File: config.mk
export PLATFORM = sky130hd
export DESIGN_NAME = sram_arbiter
export DESIGN_NICKNAME = d
export VERILOG_FILES = /design/src/rtl/sram_arbiter.sv
export SDC_FILE = /design/constraint.sdc
export NUM_CORES = 1
export LEC_CHECK = 0
export BUFFER_PORTS_ARGS = -buffer_cell sky130_fd_sc_hd__buf_2
export CORE_AREA = 4 4 120 65
export DETAILED_ROUTE_END_ITERATION = 7
export DIE_AREA = 0 0 124 69
export HOLD_SLACK_MARGIN = 0.12
export PLACE_DENSITY_LB_ADDON = 0.1
export SYNTH_ARGS = -nofsm -noshare
export SYNTH_HDL_FRONTEND = slang
export SYNTH_SLANG_ARGS = --single-unit
File: constraint.sdc
create_clock -name clk -period 1.95 [get_ports clk]
set_input_delay 0.195 -clock clk [delete_from_list [all_inputs] [get_ports clk]]
set_output_delay 0.195 -clock clk [all_outputs]
set_load 0.01 [all_outputs]
File: src/rtl/sram_arbiter.sv
// rtl/sram_arbiter.sv - two-port round-robin SRAM arbiter with power-on clear
// Port 0 is read-only, port 1 reads/writes; grants are combinational, reads return one cycle later.
module sram_arbiter #(
  parameter int WORDS = 16384
) (
  input  logic        clk,
  input  logic        rst,
  input  logic        m0_req,
  input  logic [13:0] m0_addr,
  output logic        m0_gnt,
  output logic        m0_rvalid,
  output logic [31:0] m0_rdata,
  input  logic        m1_req,
  input  logic        m1_we,
  input  logic [13:0] m1_addr,
  input  logic [31:0] m1_wdata,
  input  logic [3:0]  m1_wstrb,
  output logic        m1_gnt,
  output logic        m1_rvalid,
  output logic [31:0] m1_rdata,
  output logic        sram_ceb,
  output logic        sram_web,
  output logic [13:0] sram_a,
  output logic [31:0] sram_d,
  output logic [31:0] sram_bweb,
  input  logic [31:0] sram_q,
  output logic        init_done
);

  typedef enum logic {INIT, RUN} state_t;

  localparam logic [13:0] LAST_ADDR = 14'(WORDS - 1);

  state_t      state;
  state_t      state_nxt;
  logic [13:0] clr_cnt;
  logic        last_gnt;
  logic        tag_valid;
  logic        tag_port;
  logic        rd_gnt;

  always_ff @(posedge clk or posedge rst) begin
    if (rst) begin
      state     <= INIT;
      clr_cnt   <= 14'd0;
      last_gnt  <= 1'b1;
      tag_valid <= 1'b0;
      tag_port  <= 1'b0;
    end else begin
      state     <= state_nxt;
      tag_valid <= rd_gnt;
      tag_port  <= m1_gnt;
      if (state == INIT) begin
        clr_cnt <= clr_cnt + 14'd1;
      end
      if (m0_gnt || m1_gnt) begin
        last_gnt <= m1_gnt;
      end
    end
  end

  always_comb begin
    state_nxt = state;
    m0_gnt    = 1'b0;
    m1_gnt    = 1'b0;
    rd_gnt    = 1'b0;
    sram_ceb  = 1'b1;
    sram_web  = 1'b1;
    sram_a    = 14'd0;
    sram_d    = 32'd0;
    sram_bweb = 32'hFFFF_FFFF;
    case (state)
      INIT: begin
        // The state register already sits in INIT during reset; gate the clear strobes too.
        if (!rst) begin
          sram_ceb  = 1'b0;
          sram_web  = 1'b0;
          sram_a    = clr_cnt;
          sram_bweb = 32'd0;
          if (clr_cnt == LAST_ADDR) begin
            state_nxt = RUN;
          end
        end
      end
      RUN: begin
        m0_gnt = m0_req && (!m1_req || last_gnt);
        m1_gnt = m1_req && (!m0_req || !last_gnt);
        rd_gnt = m0_gnt || (m1_gnt && !m1_we);
        if (m0_gnt) begin
          sram_ceb = 1'b0;
          sram_a   = m0_addr;
        end else if (m1_gnt) begin
          sram_ceb = 1'b0;
          sram_a   = m1_addr;
          if (m1_we) begin
            sram_web = 1'b0;
            sram_d   = m1_wdata;
            for (int i = 0; i < 4; i++) begin
              sram_bweb[8*i +: 8] = {8{~m1_wstrb[i]}};
            end
          end
        end
      end
      default: state_nxt = INIT;
    endcase
  end

  assign init_done = (state == RUN);
  assign m0_rvalid = tag_valid && !tag_port;
  assign m1_rvalid = tag_valid && tag_port;
  assign m0_rdata  = sram_q;
  assign m1_rdata  = sram_q;

endmodule

Word-level counts from Yosys, hierarchy flattened
Index checks and enable logic that the tools add are counted.

cells by class
  multiplexer cells = 27
  multipliers = 0
  equal/unequal tests = 1
  add/subtract/negate cells = 1
  bitwise gates (word level) = 5
  order comparisons = 0
  divide/modulo/power cells = 0
  reductions and logical operators = 14
  shift-type cells = 0

operators with widths
  kind                   number
  $mux 32                8
  $pmux 32 s2            1
  $mux 14                3
  $pmux 14 s2            1
  $add 14x1->14 const B  1
  $eq 14x14->1 const B   1
  $mux 1                 12
  $logic_and 1x1->1      5
  $logic_not 1->1        5
  $not 1->1              5
  $logic_or 1x1->1       4
  $pmux 1 s2             2

storage, ports and cells
  memory bits (writable) = 0
  ROM bits = 0
  bits in latches = 0
  register bits = 18
  logic and storage cells = 53
  memories kept = 0

Depth between registers and ports, before layout
Gate-level depths: netlist of the first run.

  word-level depth = 6
  mapped depth = 5
  mapped depth without buffers = 4

Least setup slack after synthesis of the first run
No wires, ideal clock.

  path kind = register to output
  start = register last_gnt
  end = output sram_bweb[10]
  arrival = 1.549 ns
  cell stages (with the launch flop) = 5
  path buffers = 2
  required time = 1.755 ns
  slack = 0.206 ns
  path through = dfstp_2 > a21oi_4 > buf_2 > a31oi_1 > buf_4

between the ends
  word-level cells in the longest chain between the ends = 6

RTL lines
  element                 line  RTL
  from (decl)             37    logic last_gnt;
  from (signal assigned)  57    last_gnt <= m1_gnt;
  $logic_not 1->1         87    m1_gnt = m1_req && (!m0_req || !last_gnt);
  $logic_or 1x1->1        87
  $logic_and 1x1->1       87
  $mux 32                 92    end else if (m1_gnt) begin
  $mux 32 (*)             89    if (m0_gnt) begin
  $pmux 32 s2 (*)         72    case (state)
  to (decl)               25    output logic [31:0] sram_bweb,

Every way passes the cells marked *; elsewhere a longest branch is shown, timed or not.

Final worst setup path of the first run
  start = register last_gnt
  end = output sram_bweb[16]

The elaborated chain is that of the path after synthesis.

==> results of run 1 <==
## metal layers
metal  global-route usage  vias to the layer above
li1                     -                      855
met2               0.2669                       70
met5                    0                        -
met4              0.04369                        0
met3              0.03840                        8
met1               0.1874                      827
## final cells by class
type                       instances  share of cell area
sequential                        18              0.1893
tap                               92             0.04824
inverter                           6            0.009439
timing repair buffer             160              0.3498
multi-input combinational        113              0.3660
clock buffer                       4             0.03723
## path summary, 6_finish.rpt
| path | from | slack (ns) | to |
|---|---|---|---|
| worst max-delay path | last_gnt | 0.02 | sram_bweb[16] |
| worst min-delay path | rst | 0.12 | clr_cnt[2] |
| worst max register to register | clr_cnt[0] | 0.43 | clr_cnt[8] |
| worst min register to register | clr_cnt[13] | 0.51 | clr_cnt[13] |
| max in group asynchronous | rst | 1.37 | tag_valid |
| min in group clk | sram_q[30] | 0.39 | m1_rdata[30] |
## cell families (layout without fill, tap and decap cells)
logic type               Yosys count  in the layout  share of synthesized area
AO/OA/AOI/OAI                     23             23                     0.1038
XOR/XNOR                          13             13                    0.05430
adder cells (fa/ha/maj)            1              1                   0.005966
buffers and inverters            110            170                     0.3681
flip-flops                        18             18                     0.2154
multiplexers                       1              1                   0.005370
AND/OR/NAND/NOR                   75             75                     0.2470
## stage by stage
stage | hold slack (ns) | setup TNS [ns]
6_report | 0.1165 | 0
5_1_grt | 0.1782 | -3.070
4_1_cts | 0.1413 | 0
3_5_place_dp | 0.3901 | 0
3_3_place_gp | 0.3901 | 0
2_1_floorplan | 0.1328 | 0
## layout by cell type, fill, tap and decap left out, types with 2 or more instances in the layout
master	count
and3_1	32
nor2_1	3
and2_0	4
inv_1	6
nor4_4	2
xnor2_1	5
a221o_1	14
a31oi_1	4
nor3_1	8
xor2_1	8
buf_2	153
nand3_1	2
nor4_2	2
nand2_1	4
and2_1	8
a21oi_4	2
clkbuf_16	3
dfrtp_1	17
buf_4	5
## state kept, by name, indices dropped and copies added (netlist names)
register,cells
tag_port,1
clr_cnt,14
init_done,1
tag_valid,1
last_gnt,1
## worst register-to-register path, delay by kind of cell (launching register included)
family                     cells  cell delay [ns]
adders and majority gates      1             0.24
xor gates and xnor gates       1             0.17
and+or+nand+nor                2             0.60
DFF                            1             0.44
## power by group through the flow
stage               combinational, mW  sequential [mW]  clock, mW
finish                          0.167            0.374      0.461
CTS                             0.170            0.374      0.466
global route                    0.183            0.373      0.491
floorplan                       0.231            0.380          0
global placement                0.167            0.380          0
detailed placement              0.170            0.380          0
## timing repair
item / in CTS / in global routing
resized for setup: 0 / 1
setup endpoints to repair: 0 / 55
hold endpoints to repair: 0 / 0
==> flow_summary.ini, run 1 <==
[run_status]
status = complete, no violations

[route]
post_drt_wl_per_cell_um = 17.76
met3WireLength_um = 539
top_layer = met4
remaining_drc_errors = 0
met1Wirelength_um = 2813
drt_wl_total_um = 6981
wl_met2_um = 3558
first_pass_iters = 4
via_count = 1760
drtIter0Drc = 56
drt-vias-per-instance = 4.478
ant_nets = 0

[sta]
tightest_slew_ns = 0.7203
fin_crit_ns = 1.928
setup_ws_ns = 0.02206
fin_crit_sh = 0.9887
slew-limit-headroom = 0.5193
fin_skew_ns = 0.005615
slew_violations = 0
setup_viol = 0
hold_viol_final = 0
max_freq_mhz = 518.7
rsz0062_at_grt = true

[cts]
postCtsHoldBufs = 0
clkLatencyLatePin_ns = 0.25
root_buffer = clkbuf_16
cts.reportedPaths.clkPinSlew_ns = 0.06
tritoncts = done
clock_sinks = 18
cts_buffers = 3
h-tree-depth = 1
clock_path_buffers = 2
cts_setup_buffers = 0

[synthesis]
synth.ff_latch_count = 18
async_flop_share = 1.000
synth_area_leader_cell = buf_4
synth-edff-count = 0
netlist_area_um2 = 2097
syn_avg_cell_area_um2 = 8.701
synth_fp_nets = 343
ys_warn_count = 0
synth_commonest_cells = 93 x buf_4, 32 x and3_1, 17 x dfrtp_1
netlist.area_leader.share = 0.3329
ys_types = 36
ys_seq_area_frac = 0.2154
synth_area_leaders = buf_4 33%, dfrtp_1 20%, and3_1 9.5%
yosysMostFrequentCell = buf_4
syn_inst = 241
synth-main-ff-cell = dfrtp_1

[critical_path]
cp-start-kind = flip-flop
crit_chain = a21oi_4 > buf_12 > a31oi_1 > buf_2
crit_type = flip-flop to output port
slowest_delay_ns = 0.55
r2r_cells = 4
endpoint_kind = output port
slowest_stage = dfstp_2
crit_fanout = 27
timing.critical_path.buf_inv = 2
crit_required_ns = 1.75
arrival_ns = 1.73
crit_cells = 4
path_delay_family = flip-flops

[cells_and_area]
fill_cells = 696
multiInputGateArea_um2 = 873.3
design_area_um2 = 2386
utilization = 0.3618
area_growth_syn_to_layout_pct = 13.78
fin_cells = 393
antenna_cells = 0
drive_above_1_share = 0.5847
regArea_um2 = 451.7
final_net_count = 404

[die]
ios = 250
die-area_um2 = 8556
fp.dieH_um = 69
core_region_area_um2 = 6595
die_x_um = 124
initial_utilization = 0.3180
row_count = 21

[global_routing]
antenna_found_initial = 0
grt_max_degree = 39
gr-total-overflow = 0
grt_pass1_wl_um = 10340
grtUsageTotal = 0.1539
grt_pass1_vias = 1802

[place]
hpwl_um = 5908
place_congestion = 0.7681
dp_cells = 389
numPortBuffers = 153
pre_cts_ws_ns = 0.2857
placed_area_um2 = 2293

[pwr]
clkPwrFrac = 0.460
totalPowerFinal_mw = 1.002
seq_power_share = 0.373
p_int_uw = 768.1
p_sw_uw = 233.8
vdd_drop_max_v = 0.0002515
p_per_area_nw_per_um2 = 419.9
pwr-share-comb = 0.167
p_sw_frac = 0.2333
p_leak_nw = 1.474

[min_path]
hp-class = input pin to async pin

[run]
maxCapViolations = 0
(Power assumes the default switching activity.)
==> run 2: changes to the inputs <==
Settings changed: CELL_PAD_IN_SITES_DETAIL_PLACEMENT set to 1, CELL_PAD_IN_SITES_GLOBAL_PLACEMENT set to 2, CORE_AREA 4 4 120 65 to 4 4 173 91, DIE_AREA 0 0 124 69 to 0 0 177 95.
==> run 2 against run 1 <==
Compared with the run above: first-iteration DRC count decreased by 30%; count of clock-buffer cells in the layout unchanged; maximum frequency increased by 2.2%; sequential power about the same; core utilization decreased by 18 points; flip-flop and latch count unchanged; sequential share of layout area decreased by 1.3 points; combinational power increased by 4%; critical path type unchanged; non-clock buffer count unchanged; via count increased by 3.4%.
==> flow_summary.ini, run 2 (synthesis gave the netlist of run 1 again) <==
[run_status]
status = complete, no violations

[critical_path]
r2r_end = clr_cnt[12]
timing.critical_path.buf_inv = 3
r2r_cells = 4
slowest_delay_ns = 0.55
cp-start-kind = flip-flop
cpMostUsedCell = buf_12
slowest_stage = dfstp_2
crit_required_ns = 1.75
path_delay_family = flip-flops
crit_chain = a21oi_4 > buf_12 > buf_12 > a221o_1 > buf_2
ff2ff_setup_slack_ns = 0.44
crit_type = flip-flop to output port
reg2reg_from = init_done
crit_fanout = 38
endpoint_kind = output port
arrival_ns = 1.69

[place]
hpwl_um = 6916
numPortBuffers = 153
place_congestion = 0.6915
dp_cells = 493

[global_routing]
grtUsageMet2 = 0.1791
grt_pass1_wl_um = 11540
met3_usage = 0.01520
antenna_found_initial = 0
grtUsageTotal = 0.08601
grt_pass1_vias = 1908
grtUsageMet1 = 0.08650
gr-total-overflow = 0
grt_busiest_layer = met2
grt_max_degree = 39

[cts]
cts.reportedPaths.clkPinSlew_ns = 0.06
clkLatencyLatePin_ns = 0.25
clock_path_buffers = 2
cts_buffers = 3
h-tree-depth = 1
tritoncts = done
clock_sinks = 18
root_buffer = clkbuf_16
postCtsHoldBufs = 0

[cells_and_area]
final_cell_mix = 153 x buf_2, 32 x and3_1, 16 x dfrtp_1
drive_above_1_share = 0.6013
largest_register_ff_count = 14
final_net_count = 404
fin_cells = 499
antenna_cells = 0
regArea_um2 = 452.9
area_growth_syn_to_layout_pct = 22.37
multiInputGateArea_um2 = 898.4
fill_cells = 1727
regMostFlops = clr_cnt
layout_commonest_cell = buf_2

[sta]
hold_viol_final = 0
tightest_slew_ns = 0.7664
fin_crit_sh = 0.9678
rsz0062_at_grt = false
fin_crit_ns = 1.887
fin_skew_ns = 0.004003
setup_tns_ns = 0
max_freq_mhz = 529.9
slew_violations = 0
slew-limit-headroom = 0.4885
setup_viol = 0

[min_path]
hp-class = input pin to async pin

[run]
maxCapViolations = 0

[die]
fp.dieH_um = 95
ios = 250
row_count = 31
die_x_um = 177
die-area_um2 = 16820
initial_utilization = 0.1473
core_region_area_um2 = 14230

[route]
remaining_drc_errors = 0
via_count = 1820
drtIter0Drc = 39
first_pass_iters = 4
drt_wl_total_um = 8156
drt-vias-per-instance = 3.647
post_drt_wl_per_cell_um = 16.34
ant_nets = 0

[pwr]
p_leak_nw = 1.479
vdd_drop_max_v = 0.0003136
p_per_area_nw_per_um2 = 395.3
[run 2: layout make-up]
cell class,instances,share of cell area
multi-input cells,113,0.3501
clock buffers,4,0.03462
repair buffers,160,0.3335
inverters,6,0.008776
well taps,198,0.09654
flip-flops and latches,18,0.1765
[run 2: what timing repair did]
item                                    CTS  global route
buffers inserted                          0             2
pin swaps                                 0             1
cloned                                    0             0
gates resized for setup                   1             4
endpoints found under the setup margin    8            61
[run 2: how the worst max path moves through the flow]
stage | endpoint | cells past startpoint | startpoint | slack (ns)
2_1_floorplan | sram_bweb[10] | 4 | last_gnt | 0.21
3_3_place_gp | sram_d[11] | 5 | init_done | 0.36
3_5_place_dp | sram_bweb[0] | 4 | init_done | 0.25
4_1_cts | sram_a[4] | 4 | last_gnt | 0.03
5_1_grt | sram_a[4] | 6 | init_done | 0.02
6_report | sram_a[4] | 5 | last_gnt | 0.06
[run 2: through the flow]
stage | hold slack (ns) | power, mW | setup slack (ns) | util | area [µm²]
floorplan | 0.1328 | 0.6115 | 0.2065 | - | 2097
global placement | 0.3901 | 0.5550 | 0.3571 | 0.1694 | 2411
detailed placement | 0.3901 | 0.5550 | 0.2460 | 0.1694 | 2411
CTS | 0.1869 | 1.036 | 0.03281 | 0.1761 | 2506
global route | 0.2282 | 1.073 | 0.02137 | 0.1803 | 2566
finish | 0.1447 | 1.015 | 0.06274 | 0.1803 | 2566
[run 2: metal layers]
metal / part of all wire / wire (µm)
met1: 0.33 / 2729
met3: 0.063 / 514
met4: 0.025 / 206
met5: 0 / 0
met2: 0.58 / 4706
[run 2: power by group]
| part | internal, mW | leakage, nW | switching, mW |
|---|---|---|---|
| Sequential | 0.374 | 0.232 | 0 |
| Combinational | 0.0835 | 1.20 | 0.0898 |
| Clock | 0.313 | 0.0442 | 0.155 |
==> run 3: changes to the inputs <==
==> constraint.sdc (replaced) <==
create_clock -name clk -period 1.95 [get_ports clk]
set_input_delay 0.195 -clock clk [delete_from_list [all_inputs] [get_ports clk]]
set_output_delay 0.195 -clock clk [all_outputs]
set_load 0.1 [all_outputs]
==> run 3 against run 2 <==
Compared with the run above: final cell count up 1.8%; largest power group is now combinational cells; hold slack better by 0.25 ns; core utilization up 11 points; final area up 60%; via count up 3.5%; non-clock buffer count up 9; register-to-register slack worse by 0.04 ns; count of clock-buffer cells in the layout unchanged; global-route usage up 0.98 points; critical endpoint is now sram_a[13]; critical path depth unchanged; sequential share of layout area down 6.5 points; largest cell class is now buffers.
==> flow_summary.ini, run 3 (synthesis gave the netlist of run 1 again) <==
[run]
maxCapViolations = 0

[cts]
cts_buffers = 3
h-tree-depth = 1
cts.reportedPaths.clkPinSlew_ns = 0.05
tritoncts = done
clock_sinks = 18
clkLatencyLatePin_ns = 0.25
root_buffer = clkbuf_16
clock_path_buffers = 2

[route]
post_drt_wl_per_cell_um = 17.74
ant_nets = 0
first_pass_iters = 4
remaining_drc_errors = 0
drt-vias-per-instance = 3.707
drt_wl_total_um = 9014
drtIter0Drc = 33
via_count = 1883

[cells_and_area]
area_growth_syn_to_layout_pct = 95.64
regMostFlops = clr_cnt
final_net_count = 413
antenna_cells = 0
utilization = 0.2882
largest_register_ff_count = 14
regArea_um2 = 455.4
multiInputGateArea_um2 = 1084
layout_commonest_cell = buf_12
drive_above_1_share = 0.7742
fin_cells = 508
fill_cells = 1582
final_cell_mix = 89 x buf_12, 72 x buf_2, 32 x and3_2

[global_routing]
gr-total-overflow = 0
grt_pass1_vias = 1974
grt_pass1_wl_um = 12740
grt_max_degree = 39
antenna_found_initial = 0
grtUsageTotal = 0.09577

[pwr]
clkPwrFrac = 0.310
pwr-share-comb = 0.435
p_sw_uw = 548.6
p_sw_frac = 0.3742
p_per_area_nw_per_um2 = 357.4
p_int_uw = 917.6
p_leak_nw = 1.893
totalPowerFinal_mw = 1.466
vdd_drop_max_v = 0.0002790
seq_power_share = 0.255

[critical_path]
endpoint_kind = output port
slowest_delay_ns = 0.52
cp-start-kind = flip-flop
arrival_ns = 1.70
crit_chain = nand2_4 > a21oi_4 > buf_4 > a221o_2 > buf_12
slowest_stage = dfrtp_4
crit_fanout = 20
crit_required_ns = 1.75
crit_type = flip-flop to output port

[sta]
hold_viol_final = 0
fin_crit_sh = 0.9703
setup_viol = 0
fin_skew_ns = 0.002983
slew-limit-headroom = 0.5605
max_freq_mhz = 528.5
slew_violations = 0
tightest_slew_ns = 0.6593
fin_crit_ns = 1.892
rsz0062_at_grt = false

[place]
place_congestion = 0.6702
hpwl_um = 7892
dp_cells = 496
numPortBuffers = 153

[die]
die-area_um2 = 16820
core_region_area_um2 = 14230
ios = 250
fp.dieH_um = 95
die_x_um = 177
initial_utilization = 0.1473
row_count = 31

[min_path]
hp-class = input pin to output port

[run_status]
status = complete, no violations
-- run 3: cell count changes in the layout (fill, tap and decap cells not counted), sizes merged --
cell	previous run	this run
dlygate4sd3	0	1
buf	160	168
-- run 3: layout make-up --
cell class,instances,area share
sequential,18,0.1110
timing repair buffer,169,0.5374
tap,198,0.06038
clock buffer,4,0.02165
multi-input combinational,113,0.2641
inverter,6,0.005489
-- run 3: repair_timing --
item / 4_1_cts / 5_1_grt
setup buffers: 7 / 0
pin swaps: 4 / 0
gates resized for setup: 1 / 3
endpoints found under the hold margin: 5 / 0
hold buffers: 1 / 0
endpoints found under the setup margin: 50 / 19
-- run 3: layer usage --
| layer | share of wire | GRT usage | up-vias |
|---|---|---|---|
| met5 | 0 | 0 | - |
| met4 | 0.012 | 0.01866 | 0 |
| met2 | 0.51 | 0.1813 | 112 |
| li1 | - | - | 878 |
| met3 | 0.10 | 0.03400 | 21 |
| met1 | 0.37 | 0.1048 | 872 |
-- run 3: critical path, delay by kind of cell (launching register included) --
kind,cells,cell delay (ns)
AOI/OAI and AO/OA,2,0.47
and+or+nand+nor,1,0.08
DFF,1,0.52
buffers and inverters,2,0.37
-- run 3: final timing paths --
| kind | start | depth (start not counted) | endpoint | slack (ns) |
|---|---|---|---|---|
| max | init_done | 5 | sram_a[13] | 0.06 |
| min | sram_q[14] | 0 | m0_rdata[14] | 0.39 |
| max reg2reg | init_done | 4 | clr_cnt[12] | 0.40 |
| min reg2reg | clr_cnt[13] | 1 | clr_cnt[13] | 0.49 |
| max in group asynchronous | rst | 4 | clr_cnt[13] | 0.95 |
| min in group asynchronous | rst | 3 | clr_cnt[12] | 0.53 |
-- run 3: stage by stage --
| stage | cell area [µm²] | setup slack, ns | setup TNS, ns | hold WS (ns) |
|---|---|---|---|---|
| 5_1_grt | 4103 | 0.004257 | 0 | 0.3902 |
| 3_5_place_dp | 3889 | 0.1165 | 0 | 0.2312 |
| 3_3_place_gp | 3889 | 0.1644 | 0 | 0.2422 |
| 2_1_floorplan | 2618 | -0.4401 | -12.11 | 0.1329 |
| 4_1_cts | 4094 | 0.01269 | 0 | 0.3911 |
| 6_report | 4103 | 0.05799 | 0 | 0.3900 |
-- run 3: power groups by stage --
| stage | Sequential [mW] | Combinational (mW) | Clock (mW) |
|---|---|---|---|
| floorplan | 0.380 | 1.08 | 0 |
| global placement | 0.380 | 0.616 | 0 |
| detailed placement | 0.380 | 0.621 | 0 |
| CTS | 0.374 | 0.645 | 0.475 |
| global route | 0.373 | 0.660 | 0.499 |
| finish | 0.374 | 0.638 | 0.455 |
